<file path="src/rtl/ioexp_input_debounce.sv">
// Per-bit debouncer and rise/fall/pending/irq generator for the i2c_ioexp input word.
// Define IOEXP_DB_GLITCH_EN to add the sticky glitch (aborted-transition) flags output.
module ioexp_input_debounce #(
    parameter int               WIDTH         = 16,
    parameter int               TICK_DIV_BITS = 10,
    parameter int               DB_COUNT      = 4,
    parameter logic [WIDTH-1:0] RESET_VAL     = '0
) (
    input  logic             clk,
    input  logic             reset,
    input  logic [WIDTH-1:0] raw,
    input  logic [WIDTH-1:0] irq_mask,
    input  logic [WIDTH-1:0] pending_clr,
    output logic [WIDTH-1:0] state,
    output logic [WIDTH-1:0] rise,
    output logic [WIDTH-1:0] fall,
    output logic [WIDTH-1:0] pending,
`ifdef IOEXP_DB_GLITCH_EN
    output logic [WIDTH-1:0] glitch,
`endif
    output logic             irq
);

    localparam int             CW       = $clog2(DB_COUNT + 1);
    localparam logic [CW-1:0]  CNT_LAST = CW'(DB_COUNT - 1);

    logic [TICK_DIV_BITS-1:0]   presc_q;
    logic                       tick;
    logic [WIDTH-1:0]           raw_q;
    logic [WIDTH-1:0][CW-1:0]   cnt_q, cnt_d;
    logic [WIDTH-1:0]           state_q, state_d;
    logic [WIDTH-1:0]           rise_q, rise_d;
    logic [WIDTH-1:0]           fall_q, fall_d;
    logic [WIDTH-1:0]           pending_q, pending_d;
    logic                       irq_q, irq_d;
`ifdef IOEXP_DB_GLITCH_EN
    logic [WIDTH-1:0]           glitch_q, glitch_d, glitch_set;
`endif

    assign tick = &presc_q;

    always_comb begin
        cnt_d   = cnt_q;
        state_d = state_q;
        rise_d  = '0;
        fall_d  = '0;
`ifdef IOEXP_DB_GLITCH_EN
        glitch_set = '0;
`endif
        if (tick) begin
            for (int i = 0; i < WIDTH; i++) begin
                if (raw_q[i] == state_q[i]) begin
                    cnt_d[i] = '0;
`ifdef IOEXP_DB_GLITCH_EN
                    glitch_set[i] = (cnt_q[i] != '0);
`endif
                end else if (cnt_q[i] == CNT_LAST) begin
                    cnt_d[i]   = '0;
                    state_d[i] = ~state_q[i];
                    rise_d[i]  = ~state_q[i];
                    fall_d[i]  = state_q[i];
                end else begin
                    cnt_d[i] = cnt_q[i] + 1'b1;
                end
            end
        end
    end

    // Edge flags are taken from the visible pulses, so a clear landing on the
    // pulse cycle loses to the set.
    assign pending_d = (pending_q & ~pending_clr) | rise_q | fall_q;
    assign irq_d     = |(pending_q & ~irq_mask);
`ifdef IOEXP_DB_GLITCH_EN
    assign glitch_d  = (glitch_q & ~pending_clr) | glitch_set;
`endif

    always_ff @(posedge clk or posedge reset) begin
        if (reset) begin
            presc_q   <= '0;
            raw_q     <= RESET_VAL;
            cnt_q     <= '0;
            state_q   <= RESET_VAL;
            rise_q    <= '0;
            fall_q    <= '0;
            pending_q <= '0;
            irq_q     <= 1'b0;
`ifdef IOEXP_DB_GLITCH_EN
            glitch_q  <= '0;
`endif
        end else begin
            presc_q   <= presc_q + 1'b1;
            raw_q     <= raw;
            cnt_q     <= cnt_d;
            state_q   <= state_d;
            rise_q    <= rise_d;
            fall_q    <= fall_d;
            pending_q <= pending_d;
            irq_q     <= irq_d;
`ifdef IOEXP_DB_GLITCH_EN
            glitch_q  <= glitch_d;
`endif
        end
    end

    assign state   = state_q;
    assign rise    = rise_q;
    assign fall    = fall_q;
    assign pending = pending_q;
    assign irq     = irq_q;
`ifdef IOEXP_DB_GLITCH_EN
    assign glitch  = glitch_q;
`endif

endmodule
</file>
<file path="config.mk">
export PLATFORM = sky130hd
export DESIGN_NAME = ioexp_input_debounce
export DESIGN_NICKNAME = d
export VERILOG_FILES = /design/src/rtl/ioexp_input_debounce.sv
export SDC_FILE = /design/constraint.sdc
export NUM_CORES = 1
export LEC_CHECK = 0
export BUFFER_PORTS_ARGS = -buffer_cell sky130_fd_sc_hd__buf_2
export CELL_PAD_IN_SITES_DETAIL_PLACEMENT = 0
export CELL_PAD_IN_SITES_GLOBAL_PLACEMENT = 1
export CORE_UTILIZATION = 30
export DETAILED_ROUTE_END_ITERATION = 16
export PLACE_DENSITY = 0.56
export SETUP_SLACK_MARGIN = 0.02
export SLEW_MARGIN = 20
export SYNTH_ARGS = -nofsm -noshare
export SYNTH_HDL_FRONTEND = slang
export SYNTH_SLANG_ARGS = --single-unit
</file>
<file path="constraint.sdc">
create_clock -name clk -period 6.3 [get_ports clk]
set_input_delay 1.26 -clock clk [delete_from_list [all_inputs] [get_ports clk]]
set_output_delay 1.26 -clock clk [all_outputs]
set_load 0.02 [all_outputs]
</file>
[Word level (Yosys, flattened, before mapping)]
Cells that the tools add are included.
Cells by class
  add/subtract/negate cells: 17
  $mul: 0
  divide/modulo/power cells: 0
  magnitude comparators: 0
  eq/ne operators: 32
  shift-type cells: 0
  muxes and demuxes: 98
  bitwise logic cells: 38
  reductions and logical operators: 18
Operators by type and width (number)
  $reduce_and A12 Y1: 16
  $mux W3: 32
  $mux W1: 64
  $add A3 B1 Y3 const B: 16
  $eq A3 B2 Y1 const B: 16
  $and A16 B16 Y16: 2
  $mux W16: 2
  $not A1 Y1: 32
  $not A16 Y16: 2
  $or A16 B16 Y16: 2
  $eq A1 B1 Y1: 16
  $reduce_or A16 Y1: 1
  $add A10 B1 Y10 const B: 1
  $reduce_and A10 Y1: 1
Storage, ports and cells
  register bits: 139
  latch bits: 0
  RAM bits: 0
  bits in read-only memories: 0
  input port bits: 50
  output and inout bits: 65
  word-level logic and storage cells: 241
  memories kept: 0

[Logic depth before layout (Yosys ltp)]
Gate-level depths: netlist (run 1).
  word-level depth: 4
  gate-level depth with buffers: 6
  gate-level depth less buffers: 4

[Worst setup path after synthesis (run 1)]
No wires, ideal clock.
  path type: reg-to-output
  start: reg state_q[0] (netlist: state[0])
  end: out state[0]
  arrival time: 0.483 ns
  required time: 5.040 ns
  slack: 4.557 ns
  stages on the path, launching flop included: 1
  path buffers: 0
  cell sequence: dfrtp_1
RTL lines
  start, declared: RTL line 31  | logic [WIDTH-1:0] state_q, state_d;
  start signal, assigned: RTL line 94  | state_q <= state_d;
  end, declared: RTL line 14  | output logic [WIDTH-1:0] state,
No word-level cell between the ends.

[Final worst setup path (run 1)]
  start: reg presc_q[8]
  end: reg cnt_q[7] (netlist name)
Between the ends
  word-level cells in the longest chain between the ends: 1
Ends and longest elaborated chain
  start, declared: RTL line 27  | logic [TICK_DIV_BITS-1:0] presc_q;
  start signal, assigned: RTL line 91  | presc_q <= presc_q + 1'b1;
  $reduce_and A10 Y1: RTL line 40  | assign tick = &presc_q;
  end signal, assigned: RTL line 93  | cnt_q <= cnt_d;
  end, declared: RTL line 30  | logic [WIDTH-1:0][CW-1:0] cnt_q, cnt_d;
Every way passes these cells.
A chain may end at the register's enable or synchronous reset.

==> metrics.txt, run 1 <==
# TYPE chip_impl_metric gauge
chip_impl_metric{name="fp.coreArea",unit="sq mm"} 0.01978
chip_impl_metric{name="design.die.area",unit="sq mm"} 0.02107
chip_impl_metric{name="cts_inserted_buffers",unit=""} 17
chip_impl_info{name="main_combinational_cell_family_by_area_after_synthesis",value="simple AND/OR/NAND/NOR gates"} 1
chip_impl_metric{name="grt_antenna_before_repair",unit=""} 0
chip_impl_metric{name="compound_gate_fraction_of_synth_area",unit=""} 0.03989
chip_impl_metric{name="largest_net_degree_at_the_start_of_global_routing",unit=""} 77
chip_impl_metric{name="stdcell_count",unit=""} 883
chip_impl_metric{name="post-cts-setup-buffers",unit=""} 0
chip_impl_metric{name="yosys.area_share.simple",unit=""} 0.1812
chip_impl_info{name="synth.area.top_cells",value="sky130_fd_sc_hd__dfrtp_1 57%, sky130_fd_sc_hd__mux2_4 7.8%, sky130_fd_sc_hd__nor4b_2 3.9%"} 1
chip_impl_metric{name="num_antenna_cells",unit=""} 0
chip_impl_metric{name="vias_per_cell",unit=""} 4.437
chip_impl_metric{name="final_period_minus_worst_setup_slack",unit="ps"} 2966
chip_impl_metric{name="synth_xor_area_frac",unit=""} 0.03419
chip_impl_metric{name="hold_slack",unit="ps"} 446.3
chip_impl_metric{name="timing_max_transition_violations_final",unit=""} 0
chip_impl_metric{name="mean_cell_area_of_the_mapped_netlist",unit="sq um"} 12.73
chip_impl_metric{name="clock_skew",unit="ps"} 7.386
chip_impl_metric{name="total_negative_slack_for_setup_checks",unit="ps"} 0
chip_impl_metric{name="clock_tree.htree_level_count",unit=""} 4
chip_impl_metric{name="ys_seq_elements",unit=""} 139
chip_impl_metric{name="grt_overflow",unit=""} 0
chip_impl_metric{name="asyncSetResetFlopFracSynth",unit=""} 1.000
chip_impl_metric{name="worst_setup_hold_path_clk_slew",unit="ps"} 60
chip_impl_metric{name="routed_wl",unit="um"} 12870
chip_impl_info{name="holdCritPathClass",value="flop to flop"} 1
chip_impl_metric{name="global_route.usage.total",unit=""} 0.1311
chip_impl_metric{name="gp_congestion",unit=""} 0.7608
chip_impl_metric{name="syn2layout_area_growth",unit="%"} 22.82
chip_impl_metric{name="wl_per_cell",unit="um"} 14.58
chip_impl_info{name="critPathSlowestCell",value="sky130_fd_sc_hd__nand3_1"} 1
chip_impl_metric{name="worst_skew_pair.late_latency",unit="ps"} 410
chip_impl_metric{name="hold_buffers",unit=""} 0
chip_impl_metric{name="hold_violations",unit=""} 0
chip_impl_info{name="synth_top_area_cell",value="sky130_fd_sc_hd__dfrtp_1"} 1
chip_impl_metric{name="yosysSeqAreaShare",unit=""} 0.5658
chip_impl_metric{name="clock_tree.buffer_depth",unit=""} 2
chip_impl_metric{name="placed_cells_incl_taps",unit=""} 851
chip_impl_metric{name="multi_input_area",unit="sq mm"} 0.002447
chip_impl_metric{name="layout_worst_path_cycle_share",unit=""} 0.4708
chip_impl_metric{name="post_cts.resized_instances",unit=""} 0
chip_impl_metric{name="max_clock_freq",unit="MHz"} 337.1
chip_impl_metric{name="worst_ep_required_time",unit="ps"} 6590
chip_impl_metric{name="synth-adder-area-share",unit=""} 0.03460
chip_impl_metric{name="first_pass_grt_wire_length",unit="um"} 21380
chip_impl_metric{name="num_io_pins",unit=""} 115
chip_impl_info{name="critical-path-top-delay-family",value="simple AND/OR/NAND/NOR gates"} 1
chip_impl_info{name="worstSetupStartpointType",value="flop"} 1
chip_impl_info{name="worstSetupEndpointType",value="flop"} 1
chip_impl_metric{name="synth_nets",unit=""} 550
chip_impl_metric{name="first_global_vias",unit=""} 4139
chip_impl_metric{name="cell_count_after_synthesis",unit=""} 483
chip_impl_info{name="critical_path_class",value="flop to flop"} 1
chip_impl_metric{name="slew_margin_rel",unit=""} 0.2654
chip_impl_metric{name="portion_of_netlist_area_occupied_by_mux_cells",unit=""} 0.1075
chip_impl_metric{name="synth-edff-count",unit=""} 0
chip_impl_metric{name="synth_area",unit="sq mm"} 0.006147
chip_impl_info{name="clk_root_buffer_cell",value="sky130_fd_sc_hd__clkbuf_16"} 1
chip_impl_metric{name="final_layout_size_suffix_gt1_frac",unit=""} 0.3447
chip_impl_metric{name="detail_route.drc_violations",unit=""} 0
chip_impl_metric{name="vdd_ir_drop_max",unit="mV"} 0.1875
chip_impl_metric{name="clkSinkCount",unit=""} 139
chip_impl_info{name="synthTopCellsByCount",value="139 x sky130_fd_sc_hd__dfrtp_1, 35 x sky130_fd_sc_hd__inv_1, 35 x sky130_fd_sc_hd__nor2_1, 32 x sky130_fd_sc_hd__mux2_4, 30 x sky130_fd_sc_hd__nor4_1"} 1
chip_impl_metric{name="floorplan.die.width",unit="um"} 145.1
chip_impl_metric{name="nNetsFinal",unit=""} 672
chip_impl_metric{name="cp_num_buf_inv",unit=""} 1
chip_impl_metric{name="synthesis.yosys.warnings",unit=""} 0
chip_impl_metric{name="place_worst_setup_slack",unit="ps"} 3276
chip_impl_metric{name="netlist.area_leader.share",unit=""} 0.5658
chip_impl_metric{name="num_vias",unit=""} 3918
chip_impl_info{name="status",value="completed"} 1
chip_impl_metric{name="drtIter0Drc",unit=""} 196
chip_impl_info{name="yosysMostFrequentCell",value="sky130_fd_sc_hd__dfrtp_1"} 1
chip_impl_info{name="critical_path_cell_list",value="nand3_1 > or3_4 > buf_4 > mux2_4"} 1
chip_impl_metric{name="final_area",unit="sq mm"} 0.007550
chip_impl_metric{name="fin_util",unit=""} 0.3817
chip_impl_metric{name="synth_cell_type_count",unit=""} 26
chip_impl_info{name="tritoncts_clock_tree",value="built"} 1
chip_impl_metric{name="timing.max_cap.violations",unit=""} 0
chip_impl_metric{name="drt_first_pass_iters",unit=""} 4
chip_impl_metric{name="placedInstanceArea",unit="sq mm"} 0.006987
chip_impl_metric{name="antenna_violating_nets_post_route",unit=""} 0
chip_impl_info{name="synth_flop_cell",value="sky130_fd_sc_hd__dfrtp_1"} 1
chip_impl_metric{name="worst-endpoint-arrival",unit="ps"} 3250
chip_impl_metric{name="total_power",unit="mW"} 1.902
chip_impl_metric{name="layout.area.seq",unit="sq mm"} 0.003478
chip_impl_metric{name="critPathMaxFanout",unit=""} 45
chip_impl_metric{name="nFillCells",unit=""} 1968
chip_impl_metric{name="rows",unit=""} 51
chip_impl_metric{name="start_util",unit=""} 0.3108
chip_impl_metric{name="port_buffers",unit=""} 114
chip_impl_info{name="setup_repair_after_global_routing_missed_its_margin",value="no"} 1
chip_impl_metric{name="worstMarginPinSlew",unit="ps"} 1099
chip_impl_metric{name="timing.final.ws_setup",unit="ps"} 3334
chip_impl_metric{name="finalSetupViolations",unit=""} 0
chip_impl_metric{name="die_h",unit="um"} 145.1
chip_impl_metric{name="cellLeakagePower",unit="nW"} 3.789
chip_impl_metric{name="critical-path-max-stage-delay",unit="ps"} 750
chip_impl_metric{name="power_density",unit="mW/mm^2"} 252.0
chip_impl_metric{name="post-dp-hpwl",unit="um"} 8816
report_power, final:
group / switching, mW / leakage (nW) / internal [mW]
sequential: 0.00714 / 1.89 / 0.899
combinational: 0.0298 / 1.61 / 0.0183
clock: 0.350 / 0.284 / 0.598
total: 0.387 / 3.79 / 1.52
routing by layer:
metal  wire, um  GRT usage  part of all wire  vias up
met4        153    0.04895             0.012        0
met3        545    0.03459             0.042       10
met5          0          0                 0        -
li1           -          -                 -     1928
met2       6044     0.2082              0.47       85
met1       6126     0.1709              0.48     1895
cell families (layout without fill, tap and decap cells):
group / count (synthesis) / in the layout
DFF: 139 / 139
AOI/OAI and AO/OA: 36 / 36
and+or+nand+nor: 170 / 170
buffers and inverters: 49 / 184
adders and majority gates: 17 / 17
xor gates and xnor gates: 24 / 24
muxes: 48 / 48
worst reg2reg max path: stages (launching register included):
cell and delay, ps:
sky130_fd_sc_hd__dfrtp_1 400, sky130_fd_sc_hd__nand3_1 750, sky130_fd_sc_hd__or3_4 650, sky130_fd_sc_hd__buf_4 670, sky130_fd_sc_hd__mux2_4 380
path summary, 6_finish.rpt:
path / depth (start not counted) / slack, ps / end / startpoint
max reg2reg: 4 / 3330 / cnt_q[7] / presc_q[8]
max in group asynchronous: 3 / 4020 / cnt_q[47] / reset
max: 4 / 3330 / cnt_q[7] / presc_q[8]
min reg2reg: 1 / 450 / presc_q[0] / presc_q[0]
min in group asynchronous: 2 / 960 / state[12] / reset
min: 1 / 450 / presc_q[0] / presc_q[0]
registers in the layout, summed over array words and instances (netlist names):
signal / count
cnt_q: 48
fall: 16
irq: 1
pending: 16
presc_q: 10
raw_q: 16
rise: 16
state: 16
placed cells by master (no fill, tap or decap), drive strengths merged, types with 3 or more instances in the layout:
cell    Yosys  final
inv        35     35
nand2       3      3
clkbuf      4     23
mux2       48     48
buf        10    117
xnor2      19     19
ha         17     17
o21ai      16     16
nand3       4      4
clkinv      0      7
dfrtp     139    139
o21a       16     16
nor2       35     35
nor4b      16     16
nor4       32     32
o2111a      4      4
nand2b     28     28
nor3b      15     15
xor2        5      5
nor2b      17     17
nor3       17     17
final cells by class:
class / instances / share of cell area
inverters: 35 / 0.01806
repair buffers: 117 / 0.07855
well taps: 265 / 0.04392
clock buffers: 23 / 0.06198
clock inverters: 9 / 0.01260
flip-flops and latches: 139 / 0.4607
multi-input cells: 295 / 0.3242
Note: power is estimated with default switching activity, not from simulation.
==> run 2: changes to the inputs <==
Settings changed: PLACE_DENSITY 0.56 to 0.59.
Clock period 6.3 ns to 2.6 ns, I/O delays scaled along.
==> run 2 against run 1 <==
Maximum frequency is 48% higher. Sequential power is 140% higher. Clock power rose to 2.9 times the previous value. Count of clock-buffer cells in the layout shrank 1. Via count increased by 2.9%. Die area unchanged. Hold slack lost 250 ps. Design area grew 2.7%. Utilization increased by 1.0 points. Sequential share of layout area down 1.2 points. Wire length grew 4.9%. Largest cell class unchanged.
==> metrics.txt, run 2 (synthesis results as in run 1) <==
# TYPE chip_impl_metric gauge
chip_impl_info{name="status",value="completed"} 1
chip_impl_metric{name="total_negative_slack_for_setup_checks",unit="ps"} 0
chip_impl_metric{name="clock_tree.buffer_depth",unit=""} 2
chip_impl_info{name="rr_endpoint",value="cnt_q[3]"} 1
chip_impl_metric{name="rows",unit=""} 51
chip_impl_metric{name="largest_net_degree_at_the_start_of_global_routing",unit=""} 72
chip_impl_info{name="tritoncts_clock_tree",value="built"} 1
chip_impl_metric{name="hold_violations",unit=""} 0
chip_impl_metric{name="timing.max_cap.violations",unit=""} 0
chip_impl_metric{name="cts_inserted_buffers",unit=""} 17
chip_impl_metric{name="die_h",unit="um"} 145.1
chip_impl_info{name="critical_path_cell_list",value="ha_1 > nand2_1 > or3_4 > buf_12 > mux2_4"} 1
chip_impl_metric{name="fin_util",unit=""} 0.3919
chip_impl_metric{name="worst-endpoint-arrival",unit="ps"} 2320
chip_impl_info{name="timing.hold.worst.start",value="raw[15]"} 1
chip_impl_metric{name="nNetsFinal",unit=""} 678
chip_impl_metric{name="slew_margin_rel",unit=""} 0.6978
chip_impl_info{name="registers.top_by_ff_count",value="cnt_q"} 1
chip_impl_metric{name="num_vias",unit=""} 4033
chip_impl_metric{name="gp_congestion",unit=""} 0.7616
chip_impl_metric{name="port_buffers",unit=""} 114
chip_impl_metric{name="whs_path_depth",unit=""} 1
chip_impl_metric{name="clkSinkCount",unit=""} 139
chip_impl_metric{name="clock_skew",unit="ps"} 9.762
chip_impl_metric{name="clock_tree.htree_level_count",unit=""} 4
chip_impl_metric{name="detail_route.drc_violations",unit=""} 0
chip_impl_metric{name="worst_ep_required_time",unit="ps"} 2900
chip_impl_metric{name="timing_max_transition_violations_final",unit=""} 0
chip_impl_metric{name="largest_register_ffs",unit=""} 48
chip_impl_metric{name="syn2layout_area_growth",unit="%"} 26.11
chip_impl_metric{name="drt_first_pass_iters",unit=""} 4
chip_impl_metric{name="vdd_ir_drop_max",unit="mV"} 0.4629
chip_impl_metric{name="regToRegSetupSlack",unit="ps"} 590
chip_impl_info{name="holdCritPathClass",value="input port to flop"} 1
chip_impl_info{name="worstSetupStartpointType",value="flop"} 1
chip_impl_metric{name="routed_wl",unit="um"} 13500
chip_impl_info{name="regToRegStartpoint",value="presc_q[0]"} 1
chip_impl_metric{name="cellLeakagePower",unit="nW"} 3.876
chip_impl_metric{name="final_layout_size_suffix_gt1_frac",unit=""} 0.3542
chip_impl_info{name="worstSetupEndpointType",value="flop"} 1
chip_impl_info{name="setup_repair_after_global_routing_missed_its_margin",value="no"} 1
chip_impl_metric{name="post-cts-setup-buffers",unit=""} 0
chip_impl_metric{name="post_cts.resized_instances",unit=""} 0
chip_impl_metric{name="global_route.usage.total",unit=""} 0.1395
chip_impl_metric{name="fp.coreArea",unit="sq mm"} 0.01978
chip_impl_metric{name="post-dp-hpwl",unit="um"} 9103
chip_impl_metric{name="nFillCells",unit=""} 1905
chip_impl_metric{name="finalSetupViolations",unit=""} 0
chip_impl_metric{name="design.die.area",unit="sq mm"} 0.02107
chip_impl_info{name="hold_path_end",value="raw_q[15]"} 1
chip_impl_metric{name="layout_worst_path_cycle_share",unit=""} 0.7733
chip_impl_metric{name="worstMarginPinSlew",unit="ps"} 453.4
chip_impl_metric{name="worst_skew_pair.late_latency",unit="ps"} 430
chip_impl_info{name="critical_path_class",value="flop to flop"} 1
chip_impl_metric{name="start_util",unit=""} 0.3108
chip_impl_metric{name="worst_setup_hold_path_clk_slew",unit="ps"} 60
chip_impl_metric{name="max_clock_freq",unit="MHz"} 497.4
chip_impl_info{name="most-common-layout-cells",value="139 x sky130_fd_sc_hd__dfrtp_1, 114 x sky130_fd_sc_hd__buf_2, 35 x sky130_fd_sc_hd__nor2_1"} 1
chip_impl_metric{name="floorplan.die.width",unit="um"} 145.1
chip_impl_metric{name="num_io_pins",unit=""} 115
chip_impl_metric{name="critical-path-max-stage-delay",unit="ps"} 580
chip_impl_metric{name="antenna_violating_nets_post_route",unit=""} 0
chip_impl_metric{name="critPathMaxFanout",unit=""} 40
chip_impl_metric{name="ff2ff_path_depth",unit=""} 5
chip_impl_metric{name="first_pass_grt_wire_length",unit="um"} 22850
chip_impl_metric{name="grt_overflow",unit=""} 0
chip_impl_metric{name="num_antenna_cells",unit=""} 0
chip_impl_metric{name="final_period_minus_worst_setup_slack",unit="ps"} 2010
chip_impl_info{name="critPathSlowestCell",value="sky130_fd_sc_hd__or3_4"} 1
chip_impl_metric{name="wl_per_cell",unit="um"} 15.18
chip_impl_metric{name="grt_antenna_before_repair",unit=""} 0
chip_impl_info{name="final_common_cell",value="sky130_fd_sc_hd__dfrtp_1"} 1
chip_impl_metric{name="power_density",unit="mW/mm^2"} 651.9
chip_impl_metric{name="vias_per_cell",unit=""} 4.537
chip_impl_metric{name="first_global_vias",unit=""} 4374
chip_impl_info{name="clk_root_buffer_cell",value="sky130_fd_sc_hd__clkbuf_16"} 1
chip_impl_metric{name="drtIter0Drc",unit=""} 156
-- run 2: power by group --
part | internal (mW) | total, mW | switching [mW]
sequential | 2.18 | 2.19 | 0.0179
combinational | 0.0515 | 0.125 | 0.0738
clock | 1.81 | 2.73 | 0.928
-- run 2: how the worst max path moves through the flow --
stage	slack (ps)	depth (start not counted)	from	endpoint
2_1_floorplan	340	1	reset	cnt_q[0]
3_3_place_gp	640	5	presc_q[0]	cnt_q[18]
3_5_place_dp	600	5	presc_q[0]	cnt_q[10]
4_1_cts	590	5	presc_q[0]	cnt_q[3]
5_1_grt	480	5	presc_q[0]	rise[1]
6_report	590	5	presc_q[0]	cnt_q[3]
-- run 2: final cells by class --
type,count,area [sq um],share of cell area
flip-flops and latches,139,3478,0.4487
clock buffers,22,484.2,0.06246
well taps,265,331.6,0.04277
clock inverters,10,185.2,0.02389
multi-input cells,295,2447,0.3157
repair buffers,123,690.7,0.08909
inverters,35,135.1,0.01743
-- run 2: routing by layer --
metal	global-route usage	vias to the layer above	wire (um)
li1	-	1931	-
met1	0.1820	1987	6545
met2	0.2120	93	6031
met3	0.04245	22	600
met4	0.06211	0	320
met5	0	-	0
-- run 2: timing repair --
item,in CTS,in global routing
hold buffers,1,0
setup endpoints to repair,0,0
hold endpoints to repair,1,0
-- run 2: critical path, delay by kind of cell (launching register included) --
family	cells	cell delay, ps
and+or+nand+nor	2	690
adders and majority gates	1	210
muxes	1	320
DFF	1	360
buffers and inverters	1	270
-- run 2: stage by stage --
| stage | setup slack [ps] | total power [mW] | cells | hold slack [ps] | cell area, sq um |
|---|---|---|---|---|---|
| final | 589.5 | 5.054 | 889 | 197.4 | 7752 |
| after global routing | 478.1 | 5.246 | 889 | 173.7 | 7752 |
| after CTS | 593.1 | 5.134 | 889 | 179.2 | 7752 |
| after detailed placement | 596.3 | 2.363 | 856 | 430.0 | 7073 |
| after global placement | 643.7 | 2.358 | 856 | 436.0 | 7073 |
| after floorplan | 344.9 | 2.295 | 483 | 422.4 | 6151 |
==> run 3: changes to the inputs <==
Settings changed: PLACE_DENSITY 0.59 to 0.56.
Clock period 2.6 ns to 2 ns, I/O delays scaled along.
==> run 3 against run 2 <==
Design area shrank 1.0%. Global-route usage decreased by 0.52 points. Via count shrank 0.57%. Non-clock buffer count grew 4. Critical endpoint is now cnt_q[19]. Largest power group unchanged.
==> metrics.txt, run 3 (synthesis results as in run 1) <==
# TYPE chip_impl_metric gauge
chip_impl_info{name="status",value="completed"} 1
chip_impl_metric{name="fp.coreArea",unit="sq mm"} 0.01978
chip_impl_metric{name="placedInstanceArea",unit="sq mm"} 0.007098
chip_impl_metric{name="antenna_violating_nets_post_route",unit=""} 0
chip_impl_metric{name="clock_tree.buffer_depth",unit=""} 2
chip_impl_metric{name="worst_setup_hold_path_clk_slew",unit="ps"} 60
chip_impl_metric{name="clock_skew",unit="ps"} 10.46
chip_impl_metric{name="finalSetupViolations",unit=""} 0
chip_impl_metric{name="routed_wl",unit="um"} 13190
chip_impl_metric{name="cts_inserted_buffers",unit=""} 17
chip_impl_metric{name="largest_register_ffs",unit=""} 48
chip_impl_metric{name="largest_net_degree_at_the_start_of_global_routing",unit=""} 111
chip_impl_metric{name="grt_overflow",unit=""} 0
chip_impl_metric{name="grt_util_met1",unit=""} 0.1760
chip_impl_info{name="regToRegStartpoint",value="presc_q[0]"} 1
chip_impl_metric{name="total_power",unit="mW"} 6.053
chip_impl_metric{name="slew_margin_rel",unit=""} 0.5950
chip_impl_metric{name="syn2layout_area_growth",unit="%"} 24.83
chip_impl_metric{name="ff2ff_path_depth",unit=""} 5
chip_impl_metric{name="hold_slack",unit="ps"} 87.34
chip_impl_metric{name="final_area",unit="sq mm"} 0.007674
chip_impl_metric{name="vdd_ir_drop_max",unit="mV"} 0.6483
chip_impl_info{name="tritoncts_clock_tree",value="built"} 1
chip_impl_metric{name="port_buffers",unit=""} 114
chip_impl_metric{name="power_density",unit="mW/mm^2"} 788.8
chip_impl_info{name="worstSetupStartpointType",value="flop"} 1
chip_impl_info{name="setup_repair_after_global_routing_missed_its_margin",value="no"} 1
chip_impl_info{name="timing.hold.worst.start",value="raw[14]"} 1
chip_impl_metric{name="nFillCells",unit=""} 1955
chip_impl_metric{name="groute.layer.met2.usage",unit=""} 0.2108
chip_impl_metric{name="layout_worst_path_cycle_share",unit=""} 0.9079
chip_impl_metric{name="die_h",unit="um"} 145.1
chip_impl_metric{name="grt_antenna_before_repair",unit=""} 0
chip_impl_info{name="final_common_cell",value="sky130_fd_sc_hd__dfrtp_1"} 1
chip_impl_metric{name="clock_tree.htree_level_count",unit=""} 4
chip_impl_info{name="worstSetupEndpointType",value="flop"} 1
chip_impl_metric{name="cellLeakagePower",unit="nW"} 3.842
chip_impl_metric{name="nNetsFinal",unit=""} 682
chip_impl_metric{name="num_vias",unit=""} 4010
chip_impl_metric{name="post-dp-hpwl",unit="um"} 9223
chip_impl_metric{name="gp_congestion",unit=""} 0.7319
chip_impl_metric{name="final_layout_size_suffix_gt1_frac",unit=""} 0.3573
chip_impl_metric{name="max_clock_freq",unit="MHz"} 550.7
chip_impl_info{name="critical_path_cell_list",value="ha_1 > nand2_1 > or3_4 > buf_12 > mux2_4"} 1
chip_impl_metric{name="timing_max_transition_violations_final",unit=""} 0
chip_impl_metric{name="wl_per_cell",unit="um"} 14.79
chip_impl_metric{name="drt_first_pass_iters",unit=""} 4
chip_impl_info{name="hold_path_end",value="raw_q[14]"} 1
chip_impl_metric{name="rows",unit=""} 51
chip_impl_info{name="rr_endpoint",value="cnt_q[19]"} 1
chip_impl_metric{name="use_met3",unit=""} 0.03553
chip_impl_metric{name="first_global_vias",unit=""} 4193
chip_impl_info{name="holdCritPathClass",value="input port to flop"} 1
chip_impl_metric{name="placed_cells_incl_taps",unit=""} 861
chip_impl_metric{name="vias_per_cell",unit=""} 4.496
chip_impl_metric{name="stdcell_count",unit=""} 892
chip_impl_metric{name="hold_violations",unit=""} 0
chip_impl_metric{name="clkSinkCount",unit=""} 139
chip_impl_metric{name="fin_util",unit=""} 0.3879
chip_impl_metric{name="regToRegSetupSlack",unit="ps"} 180
chip_impl_info{name="critical_path_class",value="flop to flop"} 1
chip_impl_metric{name="critPathMaxFanout",unit=""} 50
chip_impl_metric{name="num_io_pins",unit=""} 115
chip_impl_metric{name="design.die.area",unit="sq mm"} 0.02107
chip_impl_metric{name="cp_num_buf_inv",unit=""} 1
chip_impl_metric{name="final_period_minus_worst_setup_slack",unit="ps"} 1816
chip_impl_metric{name="worst_skew_pair.late_latency",unit="ps"} 420
chip_impl_metric{name="first_pass_grt_wire_length",unit="um"} 22050
chip_impl_info{name="critical-path-top-delay-family",value="simple AND/OR/NAND/NOR gates"} 1
chip_impl_metric{name="critical-path-max-stage-delay",unit="ps"} 410
chip_impl_metric{name="num_antenna_cells",unit=""} 0
chip_impl_metric{name="floorplan.die.width",unit="um"} 145.1
chip_impl_metric{name="hold_buffers",unit=""} 0
chip_impl_metric{name="multi_input_area",unit="sq mm"} 0.002447
chip_impl_metric{name="worstMarginPinSlew",unit="ps"} 607.5
chip_impl_metric{name="timing.max_cap.violations",unit=""} 0
chip_impl_metric{name="start_util",unit=""} 0.3108
chip_impl_metric{name="global_route.usage.total",unit=""} 0.1342
chip_impl_metric{name="post_cts.resized_instances",unit=""} 0
chip_impl_info{name="most-common-layout-cells",value="139 x sky130_fd_sc_hd__dfrtp_1, 114 x sky130_fd_sc_hd__buf_2, 35 x sky130_fd_sc_hd__nor2_1"} 1
chip_impl_info{name="critPathSlowestCell",value="sky130_fd_sc_hd__or3_4"} 1
chip_impl_metric{name="post-cts-setup-buffers",unit=""} 0
chip_impl_info{name="clk_root_buffer_cell",value="sky130_fd_sc_hd__clkbuf_16"} 1
chip_impl_info{name="globalRoute.busiestLayer",value="met2"} 1
chip_impl_metric{name="layout.area.seq",unit="sq mm"} 0.003478
chip_impl_metric{name="worst-endpoint-arrival",unit="ps"} 2110
chip_impl_metric{name="whs_path_depth",unit=""} 1
chip_impl_info{name="registers.top_by_ff_count",value="cnt_q"} 1
chip_impl_metric{name="detail_route.drc_violations",unit=""} 0
chip_impl_metric{name="worst_ep_required_time",unit="ps"} 2300
chip_impl_metric{name="drtIter0Drc",unit=""} 155
run 3: cell types whose count changed in the layout (fill, tap and decap cells not counted):
cell	before	now
sky130_fd_sc_hd__buf_4	4	10
sky130_fd_sc_hd__dlygate4sd3_1	1	0
sky130_fd_sc_hd__clkinv_4	1	0
sky130_fd_sc_hd__clkinvlp_4	2	3
sky130_fd_sc_hd__buf_12	4	3
sky130_fd_sc_hd__inv_6	1	0
sky130_fd_sc_hd__bufinv_16	5	1
sky130_fd_sc_hd__clkinv_2	2	3
sky130_fd_sc_hd__clkbuf_1	1	2
sky130_fd_sc_hd__clkbuf_8	4	6
run 3: worst max path at each step:
stage | depth (start not counted) | from | to
final | 5 | presc_q[0] | cnt_q[19]
after global routing | 5 | presc_q[0] | cnt_q[30]
after CTS | 5 | presc_q[0] | cnt_q[30]
after detailed placement | 5 | presc_q[0] | cnt_q[30]
after global placement | 5 | presc_q[0] | cnt_q[22]
after floorplan | 1 | reset | cnt_q[0]
run 3: layout make-up:
cell class | count | area share
sequential | 139 | 0.4533
multi-input combinational | 295 | 0.3189
timing repair buffer | 127 | 0.09196
clock buffer | 25 | 0.06718
tap | 265 | 0.04321
inverter | 35 | 0.01761
clock inverter | 6 | 0.007827
run 3: through the flow:
step | TNS [ps] | setup slack [ps]
6_report | 0 | 184.3
5_1_grt | 0 | 115.5
4_1_cts | 0 | 210.2
3_5_place_dp | 0 | 220.0
3_3_place_gp | 0 | 242.9
2_1_floorplan | -18780 | -135.1
run 3: metal layers:
layer | vias to the layer above | part of all wire
li1 | 1944 | -
met1 | 1970 | 0.48
met2 | 80 | 0.47
met3 | 16 | 0.041
met4 | 0 | 0.014
met5 | - | 0
run 3: worst register-to-register path, stage by stage, from the launching register on:
cell and delay [ps]:
sky130_fd_sc_hd__dfrtp_1 370, sky130_fd_sc_hd__ha_1 210, sky130_fd_sc_hd__nand2_1 110, sky130_fd_sc_hd__or3_4 410
sky130_fd_sc_hd__buf_12 210, sky130_fd_sc_hd__mux2_4 390
run 3: power breakdown:
| part | internal, mW | switching (mW) |
|---|---|---|
| clock network | 1.90 | 1.15 |
| logic | 0.0616 | 0.0944 |
| registers | 2.83 | 0.0223 |
| total | 4.79 | 1.26 |
